--- src/rtl/limb_control.sv ---
// rtl/limb_control.sv - Limb 8-bit CPU fetch/decode/execute sequencer
module limb_control #(
  parameter int STACK_DEPTH = 8
) (
  input  logic        clk,
  input  logic        reset,
  input  logic        run,
  output logic [7:0]  rom_addr,
  input  logic [31:0] rom_data,
  output logic [3:0]  rf_src_a,
  output logic [3:0]  rf_src_b,
  input  logic [7:0]  rf_out_a,
  input  logic [7:0]  rf_out_b,
  output logic        rf_we,
  output logic [3:0]  rf_dst,
  output logic [7:0]  rf_wdata,
  output logic [2:0]  alu_op,
  output logic [7:0]  alu_a,
  output logic [7:0]  alu_b,
  input  logic [7:0]  alu_result,
  output logic        mem_req,
  output logic        mem_we,
  output logic [7:0]  mem_addr,
  output logic [7:0]  mem_wdata,
  input  logic [7:0]  mem_rdata,
  input  logic        mem_ack,
  output logic [7:0]  pc,
  output logic        halted,
  output logic        fault
);

  localparam int SPW = $clog2(STACK_DEPTH) + 1;

  localparam logic [2:0] S_FETCH  = 3'd0;
  localparam logic [2:0] S_DECODE = 3'd1;
  localparam logic [2:0] S_EXEC   = 3'd2;
  localparam logic [2:0] S_MEM    = 3'd3;
  localparam logic [2:0] S_HALT   = 3'd4;

  localparam logic [2:0] C_ALU    = 3'd0;
  localparam logic [2:0] C_BRANCH = 3'd1;
  localparam logic [2:0] C_LOAD   = 3'd2;
  localparam logic [2:0] C_STORE  = 3'd3;
  localparam logic [2:0] C_CALL   = 3'd4;
  localparam logic [2:0] C_RET    = 3'd5;
  localparam logic [2:0] C_HALT   = 3'd6;

  logic [2:0]     state_q, state_d;
  logic [7:0]     pc_q, pc_d;
  logic [31:0]    ir_q, ir_d;
  logic [SPW-1:0] sp_q, sp_d;
  logic [7:0]     op_a_q, op_a_d;
  logic [7:0]     op_b_q, op_b_d;
  logic           fault_q, fault_d;
  logic [7:0]     stack_q [STACK_DEPTH];
  logic           push_en;

  logic [7:0]     opc, arg1, arg2, dst, pc_inc;
  logic [2:0]     cls, func;
  logic           is_mem, taken;
  logic [SPW-1:0] sp_dec;

  assign opc    = ir_q[31:24];
  assign arg1   = ir_q[23:16];
  assign arg2   = ir_q[15:8];
  assign dst    = ir_q[7:0];
  assign cls    = opc[5:3];
  assign func   = opc[2:0];
  assign is_mem = (cls == C_LOAD) || (cls == C_STORE);
  assign pc_inc = pc_q + 8'd1;
  assign sp_dec = sp_q - SPW'(1);

  assign rom_addr = pc_q;
  assign pc       = pc_q;
  assign halted   = (state_q == S_HALT);
  assign fault    = fault_q;

  always_comb begin
    case (func)
      3'd0:    taken = (op_a_q == op_b_q);
      3'd1:    taken = (op_a_q != op_b_q);
      3'd2:    taken = (op_a_q <  op_b_q);
      3'd3:    taken = (op_a_q <= op_b_q);
      3'd4:    taken = (op_a_q >  op_b_q);
      3'd5:    taken = (op_a_q >= op_b_q);
      3'd6:    taken = 1'b1;
      default: taken = 1'b0;
    endcase
  end

  always_comb begin
    state_d   = state_q;
    pc_d      = pc_q;
    ir_d      = ir_q;
    sp_d      = sp_q;
    op_a_d    = op_a_q;
    op_b_d    = op_b_q;
    fault_d   = fault_q;
    push_en   = 1'b0;
    rf_src_a  = 4'd0;
    rf_src_b  = 4'd0;
    rf_we     = 1'b0;
    rf_dst    = 4'd0;
    rf_wdata  = 8'd0;
    alu_op    = 3'd0;
    alu_a     = 8'd0;
    alu_b     = 8'd0;
    mem_req   = 1'b0;
    mem_we    = 1'b0;
    mem_addr  = 8'd0;
    mem_wdata = 8'd0;
    case (state_q)
      S_FETCH: begin
        if (run) begin
          ir_d    = rom_data;
          state_d = S_DECODE;
        end
      end
      S_DECODE: begin
        // Memory ops always address through r15, so its immediate bit is ignored.
        rf_src_a = arg1[3:0];
        rf_src_b = is_mem ? 4'd15 : arg2[3:0];
        op_a_d   = opc[7] ? arg1 : rf_out_a;
        op_b_d   = (opc[6] && !is_mem) ? arg2 : rf_out_b;
        state_d  = S_EXEC;
      end
      S_EXEC: begin
        state_d = S_FETCH;
        pc_d    = pc_inc;
        case (cls)
          C_ALU: begin
            alu_op   = func;
            alu_a    = op_a_q;
            alu_b    = op_b_q;
            rf_we    = (dst[3:0] != 4'd0);
            rf_dst   = dst[3:0];
            rf_wdata = alu_result;
          end
          C_BRANCH: pc_d = taken ? dst : pc_inc;
          C_LOAD, C_STORE: begin
            pc_d    = pc_q;
            state_d = S_MEM;
          end
          C_CALL: begin
            if (sp_q == SPW'(STACK_DEPTH)) begin
              fault_d = 1'b1;
              pc_d    = pc_q;
              state_d = S_HALT;
            end else begin
              push_en = 1'b1;
              sp_d    = sp_q + SPW'(1);
              pc_d    = dst;
            end
          end
          C_RET: begin
            if (sp_q == '0) begin
              fault_d = 1'b1;
              pc_d    = pc_q;
              state_d = S_HALT;
            end else begin
              sp_d = sp_dec;
              pc_d = stack_q[sp_dec[SPW-2:0]];
            end
          end
          C_HALT: begin
            pc_d    = pc_q;
            state_d = S_HALT;
          end
          default: ;
        endcase
      end
      S_MEM: begin
        mem_req   = 1'b1;
        mem_addr  = op_b_q;
        mem_we    = (cls == C_STORE);
        mem_wdata = op_a_q;
        if (mem_ack) begin
          if (cls == C_LOAD) begin
            rf_we    = (dst[3:0] != 4'd0);
            rf_dst   = dst[3:0];
            rf_wdata = mem_rdata;
          end
          pc_d    = pc_inc;
          state_d = S_FETCH;
        end
      end
      default: state_d = S_HALT;
    endcase
  end

  always_ff @(posedge clk or negedge reset) begin
    if (!reset) begin
      state_q <= S_FETCH;
      pc_q    <= 8'd0;
      ir_q    <= 32'd0;
      sp_q    <= '0;
      op_a_q  <= 8'd0;
      op_b_q  <= 8'd0;
      fault_q <= 1'b0;
    end else begin
      state_q <= state_d;
      pc_q    <= pc_d;
      ir_q    <= ir_d;
      sp_q    <= sp_d;
      op_a_q  <= op_a_d;
      op_b_q  <= op_b_d;
      fault_q <= fault_d;
    end
  end

  // Return-address storage needs no reset: sp gates every read.
  always_ff @(posedge clk) begin
    if (push_en) stack_q[sp_q[SPW-2:0]] <= pc_inc;
  end

endmodule

--- config.mk ---
export PLATFORM = sky130hd
export DESIGN_NAME = limb_control
export DESIGN_NICKNAME = d
export VERILOG_FILES = /design/src/rtl/limb_control.sv
export SDC_FILE = /design/constraint.sdc
export NUM_CORES = 1
export LEC_CHECK = 0
export ABC_AREA = 1
export CORE_MARGIN = 5
export CORE_UTILIZATION = 55
export CTS_CLUSTER_DIAMETER = 30
export DETAILED_ROUTE_END_ITERATION = 8
export PLACE_DENSITY_LB_ADDON = 0.12
export RECOVER_POWER = 25
export SYNTH_ARGS = -nofsm -noshare
export SYNTH_HDL_FRONTEND = slang
export SYNTH_SLANG_ARGS = --single-unit
--- constraint.sdc ---
create_clock -name clk -period 6.29 [get_ports clk]
set_clock_uncertainty 0.15 [all_clocks]
set_input_delay 1.258 -clock clk [delete_from_list [all_inputs] [get_ports clk]]
set_output_delay 1.258 -clock clk [all_outputs]
set_load 0.05 [all_outputs]
**After elaboration in Yosys (flattened, before gate mapping)**

Memory sizes are Yosys's and may differ from the RTL's.
Cells that the tools add are included.

- Bits in registers: 64
- Memory bits (writable): 64
- Output and inout port bits: 76
- Memories kept: 1

- Add/subtract/negate cells: 3
- Magnitude comparators: 4
- Equality and inequality tests: 28
- Mux-type cells: 51
- Reduce and logical (&&, ||, !) cells: 17

Memory list:

| name | words | width | read ports | clocked after Yosys merged registers in | write ports | line | RTL |
|---|---|---|---|---|---|---|---|
| stack_q | 8 | 8 | 1 | 0 | 1 | 55 | `logic [7:0] stack_q [STACK_DEPTH];` |

Operator list:

| operator | number |
|---|---|
| $mux 8 | 15 |
| $mux 4 | 8 |
| $pmux 8 s2 | 2 |
| $pmux 8 s4 | 1 |
| $pmux 3 s4 | 2 |
| $eq 3x3->1 const B | 7 |
| $eq 3x2->1 const B | 6 |
| $mux 3 | 6 |
| $pmux 4 s2 | 2 |
| $ne 2x2->1 const B | 7 |
| $mux 1 | 12 |
| $eq 3x1->1 const B | 3 |
| $logic_not 3->1 | 3 |
| $add 8x1->8 const B | 1 |
| $eq 8x8->1 | 1 |
| $ge 8x8->1 | 1 |
| $gt 8x8->1 | 1 |
| $le 8x8->1 | 1 |
| $lt 8x8->1 | 1 |
| $ne 8x8->1 | 1 |
| $reduce_and 4->1 | 2 |
| $pmux 1 s7 | 1 |
| $ne 3x3->1 const B | 2 |
| $reduce_and 5->1 | 1 |
| other kinds (13) | 16 |

**Depth between registers and ports, before layout**

- Word-level depth: 6
- Gate-level depth with buffers: 18
- Gate-level depth less buffers: 18

**Least setup slack after synthesis**

No wires, ideal clock.

- Path type: input port to output port
- From: input port mem_ack
- To: output port rf_we
- Data arrival time: 2552 ps
- Required time: 4882 ps
- Slack: 2330 ps
- Stages on the path: 4
- Buffers on the path: 0
- Cell sequence: inv_1 > nor2_8 > a21boi_0 > a41oi_1

- Longest elaborated chain between the ends: 2

Ends and longest elaborated chain:

| element | line | RTL |
|---|---|---|
| start: declaration | 26 | `input logic mem_ack,` |
| $mux 1 | 177 | `if (mem_ack) begin` |
| $pmux 1 s2 | 112 | `case (state_q)` |
| end: declaration | 14 | `output logic rf_we,` |

No other way between the ends.

**Worst setup path in the final report**

Same ends and word-level chain as after synthesis.

==> qor.yml <==
timing:
  tns_ns: 0
  period_minus_slack_ns: 4.880
  final-setup-viol-count: 0
  relSlewSlack_pct: -127.3
  post-route-period-util_pct: 77.58
  rsz0062_at_grt: "false"
  drv_slew: 65
  timing.hold.ws_ns: 0.3445
  worst_pin_slew_ns: 3.409
  hold_violations: 0
  fmax_mhz: 204.9
cts:
  cts_resized: 0
  cts_tree: "built"
  cts-buffers-inserted: 17
  cts_root_buffer: "clkbuf_16"
  cts_num_sinks: 128
  cts.reportedPaths.clkPinSlew_ns: 0.06
  clk_path_buf_depth: 2
  cts_hold_buf: 0
  cts_max_level: 4
  clock_latency_ns: 0.41
  postCtsSetupBuffers: 0
status:
  violations: "max-capacitance violations, max-slew violations"
  outcome: "finished, violations left"
power_and_ir_drop:
  max-vdd-ir-drop_mv: 0.2641
  powerDensity_nw_per_um2: 500.4
  p_leak_nw: 3.574
critical_path:
  path_cells: "clkdlybuf4s50_1 > inv_1 > nor2_8 > a21boi_0 > a41oi_1 > clkdlybuf4s50_1"
  required_ns: 4.88
  cp_data_arrival_time_ns: 3.47
  rr_startpoint: "sp_q[0]"
  crit_fanout: 10
  r2r_slack_ns: 2.01
  endpoint: "rf_we"
  slowest_delay_ns: 0.86
  path_class: "in -> out"
  worst-path-stages: 6
  critPathLaunch: "mem_ack"
  worst_r2r_path_depth: 13
  critPathCaptureType: "output port"
  cp_slowest_cell: "clkdlybuf4s50_1"
  critPathLaunchType: "primary input"
  critPathTopFamily: "buffers and inverters"
  cp_num_buf_inv: 3
  timing.rr.end: "pc[7]"
  cp_common_cell: "clkdlybuf4s50_1"
synthesis:
  seq_area_frac_synth_pct: 54.67
  yosysWarnings: 0
  synthCells: 719
  synth.avg_cell_area_um2: 8.964
  synthArstFlopShare_pct: 50.00
  ys.flop_type: "edfxtp_1"
  synth_edf_count: 64
  yosys_register_bits: 128
  ys_types: 36
  syn-num-nets: 798
  synth_area_um2: 6445
die:
  io_pins: 144
  coreArea_um2: 11470
  fp.dieH_um: 118.3
  die-area_um2: 13980
  die_w_um: 118.3
  start_util_pct: 56.20
  row_count: 39
run:
  drv_cap: 1
drt:
  wirelength_mm: 17.81
  avgRoutedWirePerCell_um: 17.65
  drc: 0
  drt-initial-drc-count: 554
  antenna_left: 0
  first_pass_iters: 5
  post_drt_via_cell_ratio: 5.522
  vias: 5572
global_routing:
  overflow: 0
  antenna_found_initial: 0
  grt_max_degree: 65
  grt_pass1_wl_mm: 29.26
  grt_pass1_vias: 5856
  grt.total_usage_pct: 25.94
final_layout:
  register_area_um2: 3523
  fillCellCount: 816
  drive_above_1_share_pct: 8.545
  final_area_um2: 8489
  multi_input_area_um2: 2421
  fin_nets: 932
  syn_to_final_growth_pct: 31.72
  antenna_cells: 0
  stdcell_count: 1009
hold_path:
  holdCritPathClass: "reg -> reg"
place:
  dp.cells: 977
  placed_cell_area_um2: 7933
  gp_congestion: 0.9183
  io_buffers: 143
  hpwlAfterDp_mm: 12.88
cell families (layout without fill, tap and decap cells):
| group | after synthesis | count (layout) | share of synthesized area [%] |
|---|---|---|---|
| and+or+nand+nor | 292 | 292 | 19.26 |
| AOI/OAI and AO/OA | 146 | 146 | 12.97 |
| DFF | 128 | 128 | 54.67 |
| buffers and inverters | 123 | 270 | 7.882 |
| adders and majority gates | 11 | 11 | 2.135 |
| muxes | 10 | 10 | 1.747 |
| xor gates and xnor gates | 9 | 9 | 1.340 |
layer usage:
layer	global-route usage, %	wire length, um	vias to the layer above
met4	8.244	365	0
li1	-	-	2672
met1	31.86	6983	2649
met2	44.30	9204	218
met3	7.450	1256	33
met5	0	0	-
synth_stat cells, types with 2 or more instances:
master      n  area share, %
nand3b_1    3           0.35
a31oi_1     2           0.19
inv_2       8           0.47
o211ai_1   12            1.4
o22ai_1    18            1.7
ha_1       11            2.1
nor3_1      7           0.54
edfxtp_1   64             30
inv_1      80            4.7
nand3_1    35            2.7
buf_4       9            1.0
nor2_1    134            7.8
nor2_4      4           0.70
clkbuf_1   16           0.93
o21ai_0    58            4.5
a221oi_1    7           0.95
nand2_1    99            5.8
mux2_2     10            1.7
nand2_2     4           0.39
nand3_2     2           0.31
a21oi_1    42            3.3
dfrtp_1    64             25
buf_2      10           0.78
xor2_1      8            1.1
sequential cells by signal, summed over array words and instances (netlist names):
register  cells
fault         1
op_a_q        8
state_q       3
op_b_q        8
ir_q         32
sp_q          4
stack_q      64
pc            8
through the flow:
step	worst slack (ns)	utilization [%]	power [mW]
final	1.410	74.03	4.248
after global routing	1.278	74.03	4.537
after CTS	1.340	74.06	4.250
after detailed placement	1.355	69.18	3.322
after global placement	1.375	69.18	3.246
after floorplan	2.330	-	2.751
cells in the final DEF (no fill, tap or decap), drive strengths merged, types with 6 or more instances in the layout:
cell and count:
clkdlybuf4s50 135, edfxtp 64, inv 92, a221oi 7
dlygate4sd3 7, buf 7, clkbuf 19, o21ai 59
ha 11, nor3 8, nand2 103, o211ai 12
clkinv 6, mux2 10, dfrtp 64, a21oi 43
nor2 140, o22ai 18, nand3 37, xor2 9
report_power, final:
part / switching, mW / internal (mW) / total (mW) / leakage (nW)
clock network: 0.375 / 0.547 / 0.923 / 0.265
registers: 0.193 / 1.16 / 1.35 / 1.34
logic: 1.35 / 0.621 / 1.97 / 1.97
how the worst min path moves through the flow:
stage	start	endpoint	slack, ns	cells past startpoint
5_1_grt	fault	fault	0.37	1
3_3_place_gp	fault	fault	0.32	1
2_1_floorplan	ir_q[14]	ir_q[14]	0.33	1
6_report	fault	fault	0.34	1
3_5_place_dp	fault	fault	0.32	1
4_1_cts	fault	fault	0.35	1
worst register-to-register path, delay by kind of cell (launching register included):
kind            cells  cell delay, ns
flops               1            1.09
simple gates        7            0.61
buf+inv             2            1.00
fa+ha+maj           1            0.88
compound gates      3            0.43
area by class of cell:
type | instances | share of cell area (%)
Multi-Input combinational cell | 468 | 28.52
Tap cell | 143 | 2.108
Clock inverter | 14 | 1.548
Timing Repair Buffer | 150 | 17.38
Inverter | 88 | 3.891
Sequential cell | 128 | 41.50
Clock buffer | 18 | 5.055
No activity file was read; power rests on OpenSTA's default activity.
